### src/rtl/stq_pkg.sv
// rtl/stq_pkg.sv - shared constants, pointer type and one-hot decode for the store-queue allocator
package stq_pkg;

  localparam int STQ_BUF_COUNT = 64;
  localparam int STQ_PTR_W     = 6;
  localparam int STQ_STALL_WM  = 8;

  // Extra top bit is the wrap bit that separates full from empty.
  typedef logic [STQ_PTR_W:0] stq_ptr_t;

  function automatic logic [STQ_BUF_COUNT-1:0] stq_onehot(input logic [STQ_PTR_W-1:0] idx);
    logic [STQ_BUF_COUNT-1:0] v;
    v      = '0;
    v[idx] = 1'b1;
    return v;
  endfunction

endpackage

### src/rtl/stq_range_mask.sv
// rtl/stq_range_mask.sv - wrap-aware entry mask covering pointers [lo, hi)
module stq_range_mask
  import stq_pkg::*;
#(
  parameter int BUF_COUNT = STQ_BUF_COUNT,
  parameter int PTR_W     = STQ_PTR_W
) (
  input  logic [PTR_W:0]     i_lo,
  input  logic [PTR_W:0]     i_hi,
  output logic [BUF_COUNT-1:0] o_mask
);

  logic [PTR_W:0]   w_len;
  logic [PTR_W-1:0] w_off;

  assign w_len = i_hi - i_lo;

  // An entry is inside the range when its distance past lo is below the range length.
  always_comb begin
    o_mask = '0;
    w_off  = '0;
    for (int i = 0; i < BUF_COUNT; i++) begin
      w_off     = PTR_W'(i) - i_lo[PTR_W-1:0];
      o_mask[i] = ({1'b0, w_off} < w_len);
    end
  end

endmodule

### src/rtl/stq_alloc_ctl.sv
// rtl/stq_alloc_ctl.sv - in-order alloc/retire/drain controller for the store-queue address buffer
// Optional STQ_ALLOC_WATERMARK_EN: stall dispatch once free space falls below STALL_WM.
module stq_alloc_ctl
  import stq_pkg::*;
#(
  parameter int BUF_COUNT = STQ_BUF_COUNT,
  parameter int PTR_W     = STQ_PTR_W
`ifdef STQ_ALLOC_WATERMARK_EN
  ,
  parameter int STALL_WM  = STQ_STALL_WM
`endif
) (
  input  logic                 clk,
  input  logic                 rst,
  input  logic                 excpt,
  input  logic [1:0]           alloc_req,
  output logic [1:0]           alloc_gnt,
  output logic [PTR_W-1:0]     alloc_idx0,
  output logic [PTR_W-1:0]     alloc_idx1,
  output logic [BUF_COUNT-1:0] wrt0_en,
  output logic [BUF_COUNT-1:0] wrt1_en,
  input  logic [1:0]           retire_cnt,
  output logic [BUF_COUNT-1:0] passe_en,
  input  logic                 drain_ack,
  output logic [BUF_COUNT-1:0] free_en,
  output logic [PTR_W:0]       count,
  output logic                 empty,
  output logic                 full,
  output logic                 stallA
);

`ifdef STQ_ALLOC_WATERMARK_EN
  localparam logic [PTR_W:0] STALL_THR = (PTR_W+1)'(STALL_WM);
`else
  localparam logic [PTR_W:0] STALL_THR = (PTR_W+1)'(2);
`endif
  localparam logic [PTR_W:0] BUF_SIZE = (PTR_W+1)'(BUF_COUNT);

  stq_ptr_t             r_head, r_ret, r_tail;
  logic [PTR_W:0]       r_count;
  logic                 r_empty, r_full, r_stall;

  logic [PTR_W:0]       w_space, w_unret, w_passe_cnt, w_space_n;
  logic                 w_live, w_gnt0, w_gnt1, w_drain;
  logic [1:0]           w_ret_req, w_n;
  stq_ptr_t             w_slot1, w_ret1, w_head_n, w_ret_n, w_tail_n;
  logic [BUF_COUNT-1:0] w_flush_mask;

  assign w_live      = ~rst & ~excpt;
  assign w_space     = BUF_SIZE - (r_tail - r_head);
  assign w_unret     = r_tail - r_ret;
  assign w_passe_cnt = r_ret - r_head;

  // Slot1 only takes the second free entry when slot0 also asked for one.
  assign w_gnt0  = w_live & alloc_req[0] & (w_space != '0);
  assign w_gnt1  = w_live & alloc_req[1] &
                   (w_space >= (alloc_req[0] ? (PTR_W+1)'(2) : (PTR_W+1)'(1)));
  assign w_slot1 = r_tail + stq_ptr_t'(w_gnt0);

  assign w_ret_req = (retire_cnt > 2'd2) ? 2'd2 : retire_cnt;
  assign w_n       = ~w_live ? 2'd0 :
                     (w_unret < (PTR_W+1)'(w_ret_req)) ? w_unret[1:0] : w_ret_req;
  assign w_ret1    = r_ret + stq_ptr_t'(1);
  assign w_drain   = ~rst & drain_ack & (w_passe_cnt != '0);

  assign w_head_n  = r_head + stq_ptr_t'(w_drain);
  assign w_ret_n   = r_ret + stq_ptr_t'(w_n);
  assign w_tail_n  = excpt ? r_ret : (r_tail + stq_ptr_t'(w_gnt0) + stq_ptr_t'(w_gnt1));
  assign w_space_n = BUF_SIZE - (w_tail_n - w_head_n);

  stq_range_mask #(
    .BUF_COUNT(BUF_COUNT),
    .PTR_W    (PTR_W)
  ) u_flush_mask (
    .i_lo  (r_ret),
    .i_hi  (r_tail),
    .o_mask(w_flush_mask)
  );

  assign alloc_gnt  = {w_gnt1, w_gnt0};
  assign alloc_idx0 = r_tail[PTR_W-1:0];
  assign alloc_idx1 = w_slot1[PTR_W-1:0];
  assign wrt0_en    = w_gnt0 ? stq_onehot(r_tail[PTR_W-1:0]) : '0;
  assign wrt1_en    = w_gnt1 ? stq_onehot(w_slot1[PTR_W-1:0]) : '0;
  assign passe_en   = ((w_n != 2'd0) ? stq_onehot(r_ret[PTR_W-1:0]) : '0) |
                      ((w_n == 2'd2) ? stq_onehot(w_ret1[PTR_W-1:0]) : '0);
  assign free_en    = (w_drain ? stq_onehot(r_head[PTR_W-1:0]) : '0) |
                      ((~rst & excpt) ? w_flush_mask : '0);

  always_ff @(posedge clk) begin
    if (rst) begin
      r_head  <= '0;
      r_ret   <= '0;
      r_tail  <= '0;
      r_count <= '0;
      r_empty <= 1'b1;
      r_full  <= 1'b0;
      r_stall <= 1'b0;
    end else begin
      r_head  <= w_head_n;
      r_ret   <= w_ret_n;
      r_tail  <= w_tail_n;
      r_count <= w_tail_n - w_head_n;
      r_empty <= (w_tail_n == w_head_n);
      r_full  <= (w_space_n == '0);
      r_stall <= (w_space_n < STALL_THR);
    end
  end

  assign count  = r_count;
  assign empty  = r_empty;
  assign full   = r_full;
  assign stallA = r_stall;

endmodule

### config.mk
export PLATFORM = sky130hd
export DESIGN_NAME = stq_alloc_ctl
export DESIGN_NICKNAME = d
export VERILOG_FILES = /design/src/rtl/stq_pkg.sv /design/src/rtl/stq_range_mask.sv /design/src/rtl/stq_alloc_ctl.sv
export SDC_FILE = /design/constraint.sdc
export NUM_CORES = 1
export LEC_CHECK = 0
export ABC_AREA = 1
export ABC_CLOCK_PERIOD_IN_PS = 6600
export BUFFER_PORTS_ARGS = -buffer_cell sky130_fd_sc_hd__buf_2
export CAP_MARGIN = 25
export CORE_ASPECT_RATIO = 1.4
export CORE_MARGIN = 5
export CORE_UTILIZATION = 35
export DETAILED_ROUTE_END_ITERATION = 8
export GPL_TIMING_DRIVEN = 0
export PLACE_DENSITY = 0.56
export SLEW_MARGIN = 20
export SYNTH_ARGS = -nofsm -noshare
export SYNTH_HDL_FRONTEND = slang
export SYNTH_SLANG_ARGS = --single-unit
### constraint.sdc
create_clock -name clk -period 6.6 [get_ports clk]
set_clock_uncertainty 0.2 [all_clocks]
set_input_delay 0.99 -clock clk [delete_from_list [all_inputs] [get_ports clk]]
set_output_delay 0.99 -clock clk [all_outputs]
set_load 0.02 [all_outputs]
# Word level (Yosys, flattened, before mapping)
# Index checks and enable logic that the tools add are counted.
# word_totals
register_bits,31
out_inout_bits,280
input_bits,8
# op_classes
reduce_logical,9
n_mux,21
bitwise,12
addsub,75
magnitude_cmp,78
n_eq_ne,2
# ops
op,count
$lt 6x7->1,64
$mux 64,6
$sub 6x6->6 const A,32
$or 64x64->64,2
$sub 5x6->6 const A,16
$sub 4x6->6 const A,8
$lt 6x7->1 const B,5
$demux 1 s6,5
$ge 6x1->1 const B,5
$sub 7x7->7,4
$sub 3x6->6 const A,4
$add 7x1->7,3
$reduce_bool 7->1,2
$sub 7x7->7 const A,2
$sub 1x6->6 const A,2
$sub 2x6->6 const A,2
$and 1x1->1,8
$mux 2,4
$add 7x2->7,1
$eq 7x7->1,1
$ge 7x2->1,1
$logic_not 7->1,1
$lt 7x2->1,1
$lt 7x2->1 const B,1
other kinds (8),17

# Depth between registers and ports, before layout
# depth
word_depth,10
depth_mapped,41

# Cells and area by module
# Synthesis repeated with hierarchy kept, for this count alone.
# unflattened
hier_cells,1955
area_unflattened_um2,10411.2
# by_module_without_submodules
mod,area_per_inst_um2,cells_per_inst,n_inst
stq_alloc_ctl,6339.8,1200,1
stq_range_mask,4071.4,755,1

# Worst setup path before layout
# OpenSTA, ideal clock, no wires.
# synth_timing
kind,register to output
from,register r_ret[5]
to,output passe_en[10]
stages_incl_launch_ff,17
t_required_ps,5410
arrival_time_ps,6061
slack_ps,-651
cell_sequence,dfxtp_1 > clkbuf_1 > inv_1 > buf_2 > buf_1 > ha_1 > xnor2_1 > nand2_1 > nor2_2 > nand2_2 > nand2_2 > nand3_4 > inv_4 > buf_12 > buf_12 > nand3_2 > nand2_1
# synth_via
elab_chain_len,7
word_cells_on_any_way,20
cone_classes,add/sub (2); order compare (5); eq/ne (1); mux (8); bitwise (1); reduce/logical (3)
# synth_lines
item,line,source
from (decl),stq_alloc_ctl.sv:39,"stq_ptr_t r_head, r_ret, r_tail;"
from (signal assigned),stq_alloc_ctl.sv:101,r_ret <= w_ret_n;
$sub 7x7->7 or $add 6x1->6 (tied branches),"stq_alloc_ctl.sv:51, stq_alloc_ctl.sv:63",
"$lt 7x2->1, or another cell as far along",stq_alloc_ctl.sv:62,(w_unret < (PTR_W+1)'(w_ret_req)) ? w_unret[1:0] : w_ret_req;
$mux 2 or $logic_and 1x1->1 (tied branches),"stq_alloc_ctl.sv:62, stq_pkg.sv:14",
$mux 2 or $mux 1 (tied branches),"stq_alloc_ctl.sv:61, stq_pkg.sv:14",
"$eq 2x2->1, or another cell as far along",stq_alloc_ctl.sv:86,((w_n == 2'd2) ? stq_onehot(w_ret1[PTR_W-1:0]) : '0);
"$mux 64, on equally long branches","stq_alloc_ctl.sv:86, stq_alloc_ctl.sv:85",
$or 64x64->64 (*),stq_alloc_ctl.sv:85,assign passe_en = ((w_n != 2'd0) ? stq_onehot(r_ret[PTR_W-1:0]) : '0) |
to (decl),stq_alloc_ctl.sv:23,"output logic [BUF_COUNT-1:0] passe_en,"
# Every way passes the cells marked *; elsewhere a longest branch is shown, timed or not.

# Worst setup path after layout
# layout_timing
from,register r_ret[3]
to,output free_en[2]
# layout_via
elab_chain_len,5
word_cells_on_any_way,9
cone_classes,add/sub (3); order compare (1); mux (2); bitwise (2); reduce/logical (1)
# layout_lines
item,line,source
branches (longest 4 deep; another with $sub 7x7->7),n/a,
$or 64x64->64 (*),stq_alloc_ctl.sv:87,assign free_en = (w_drain ? stq_onehot(r_head[PTR_W-1:0]) : '0) |
to (decl),stq_alloc_ctl.sv:25,"output logic [BUF_COUNT-1:0] free_en,"
# Every way passes the cells marked *.

==> results.cfg <==
[run_status]
status = complete, no violations

[routing]
drt_iter0_markers = 729
viasPerCell = 5.13
routedWlPerCell_um = 17.6
dr.pass1.iters = 5
routed_wl_um = 42000
drcViolationCount = 0
vias = 12300
ant_nets = 0

[floorplan]
rows = 74
start_util = 0.356
die_h_um = 214
dieArea_um2 = 33400
ios = 288
die_x_um = 156
core_area_um2 = 29300

[grt]
first_global_vias = 12000
grt_util_all_layers = 0.240
grt_pass1_wl_um = 65100
antenna_found_initial = 0
grt_max_degree = 29
grt-ovfl-total = 0

[layout]
fillers = 3171
syn2layout_area_growth_pct = 21.0
multi_input_area_um2 = 8600
register_area_um2 = 626
drive_gt1_frac = 0.231
layout.nets = 2211
stdcell_count = 2393
antenna_cells = 0
stdcell_area_um2 = 12600

[sta]
setup_violations = 0
fin_ws_ps = 564
finalHoldViolCount = 0
fin_crit_sh = 0.914
tns_ps = 0
rsz0062_at_grt = no
drv_slew = 0
post-route-min-period_ps = 6040
hold_slack_ps = 370
slew_headroom = 0.317
fmax_ghz = 0.166
worstMarginPinSlew_ps = 1020

[worst_setup_path]
slowest_stage = ha_1
path_class = reg2out
r2r_setup_slack_ps = 690
slowest_delay_ps = 590
ff2ff_path_depth = 39
crit_arrival_ps = 4850
r2r-start = r_head[0]$_SDFF_PP0_
r2r-end = full$_SDFF_PP0_
cp_top_family = buffers and inverters
critPathMaxFanout = 13
crit_path_start_kind = register
crit_required_ps = 5410
endpoint_kind = primary output
crit_buf_inv = 6
cp_cell_sequence = clkbuf_1 -> clkinv_1 -> ha_1 -> a21oi_2 -> nand2_1 -> xnor2_2 -> buf_6 -> buf_6 -> ha_1 -> inv_1 -> o21bai_1 -> a21oi_1 -> o21ai_0 -> o21ai_0 -> buf_2

[pwr]
power_density_nw_per_um2 = 210
ir_drop_mv = 0.203
p_leak_nw = 6.62

[hold_path]
min_delay_path_depth = 2
hold_start = r_ret[6]$_SDFF_PP0_
hold_path.class = reg2reg
hold_end = r_ret[6]$_SDFF_PP0_

[synth]
syn_area_per_cell_um2 = 6.07
synth_cell_type_count = 40
synthCells = 1715
ys_ff_latch = 31
seq_area_frac_synth = 0.0596
yosys_warnings = 0
synthesis.area_um2 = 10400
synth_nets = 1914

[place]
dp_slack_ps = 452
port_buffers = 285
place_area_um2 = 12400
hpwl_um = 34300
place.gp.congestion = 0.938
dpl.cell_count = 2385

[clocking]
cts_htree_levels = 2
clk_pin_slew_ps = 50
cts_tree = done
clock_path_buffers = 2
ctsHoldBuffers = 0
post_cts_resized = 0
cts.sink_count = 31
cts_root_buf = clkbuf_16
worstSkewPairLatency_ps = 280
post-cts-setup-buffer-count = 0
numCtsBuffers = 5

[run]
maxCapViolations = 0
state kept, by name (all words and copies together), names as in the netlist:
name	cells
count	7
r_head	7
full	1
r_tail	7
empty	1
r_ret	7
stallA	1
power by group:
group | total [mW] | internal (mW) | leakage, nW | switching [mW]
clock network | 0.242 | 0.160 | 0.0772 | 0.0819
logic | 2.16 | 0.724 | 6.29 | 1.44
registers | 0.240 | 0.211 | 0.254 | 0.0294
placed cells by master (no fill, tap or decap), types with 5 or more instances in the layout:
master     netlist  routed
a21oi_1        107     107
o21bai_1        39      39
nand4_1         19      19
xor2_1          50      49
buf_1            6       6
o21a_1          13      13
clkbuf_1        31      32
buf_2            8     293
buf_12           6       6
inv_1          199     199
nor2_1         330     329
buf_6            6       9
buf_4           12      12
xnor2_1         11       9
nand2_1        272     272
nand3_1         75      75
o21ai_0        163     162
nand3_2         51      51
or2_2           64      64
ha_1           187     187
dfxtp_1         31      27
clkbuf_16        0       5
worst reg2reg max path: cells and delay by family, from the launching register on:
family	cells	cell delay, ps
AND/OR/NAND/NOR	18	1900
adder cells (fa/ha/maj)	6	1540
buffers and inverters	10	950
XOR/XNOR	2	450
flip-flops	1	430
AO/OA/AOI/OAI	3	390
layout make-up:
| cell class | count | share of cell area |
|---|---|---|
| buffer | 69 | 0.0362 |
| timing repair buffer | 290 | 0.120 |
| sequential | 31 | 0.0496 |
| multi-input combinational | 1409 | 0.682 |
| inverter | 206 | 0.0616 |
| tap | 380 | 0.0377 |
| clock buffer | 8 | 0.0124 |
cell families after synthesis:
kind of cell    Yosys count  synth area share
simple gates            822             0.360
compound gates          333             0.175
buf+inv                 275             0.118
fa+ha+maj               191             0.232
xor+xnor                 63            0.0544
flops                    31            0.0596
Yosys cell counts (all sizes together):
cell	instances	area [um^2]
o21bai	39	293
nand3	127	903
a31oi	1	6.26
dfxtp	31	621
o31ai	2	15.0
xnor2	11	96.3
a21o	3	22.5
o21a	13	97.6
fa	4	80.1
ha	187	2340
clkinv	4	15.0
xor2	52	470
nand4	19	119
nand2	276	1050
buf	38	340
inv	202	761
nand3b	1	7.51
clkbuf	31	116
a21oi	108	544
nor3	3	15.0
or2	64	400
o21ai	164	821
o211ai	3	27.5
and2	1	6.26
nor2	331	1240
per-layer routing:
metal / global-route usage / share of wire
met1: 0.288 / 0.41
met2: 0.434 / 0.50
met3: 0.0248 / 0.052
met4: 0.0855 / 0.040
met5: 0 / 0
worst max path at each step:
stage | startpoint | endpoint | slack (ps) | cells past startpoint
after global routing | r_head[0]$_SDFF_PP0_ | full$_SDFF_PP0_ | 10 | 39
after floorplan | r_ret[5]$_SDFF_PP0_ | passe_en[10] | 750 | 16
after CTS | r_tail[1]$_SDFF_PP0_ | wrt1_en[15] | 350 | 27
after global placement | r_ret[5]$_SDFF_PP0_ | passe_en[52] | -1020 | 16
after detailed placement | r_tail[1]$_SDFF_PP0_ | stallA$_SDFF_PP0_ | 450 | 38
final | r_ret[3]$_SDFF_PP0_ | free_en[2] | 560 | 15
through the flow:
stage | util | power (mW)
2_1_floorplan | - | 1.66
3_3_place_gp | 0.421 | 2.29
3_5_place_dp | 0.425 | 2.38
4_1_cts | 0.430 | 2.64
5_1_grt | 0.431 | 2.91
6_report | 0.431 | 2.65
(Power assumes the default switching activity.)
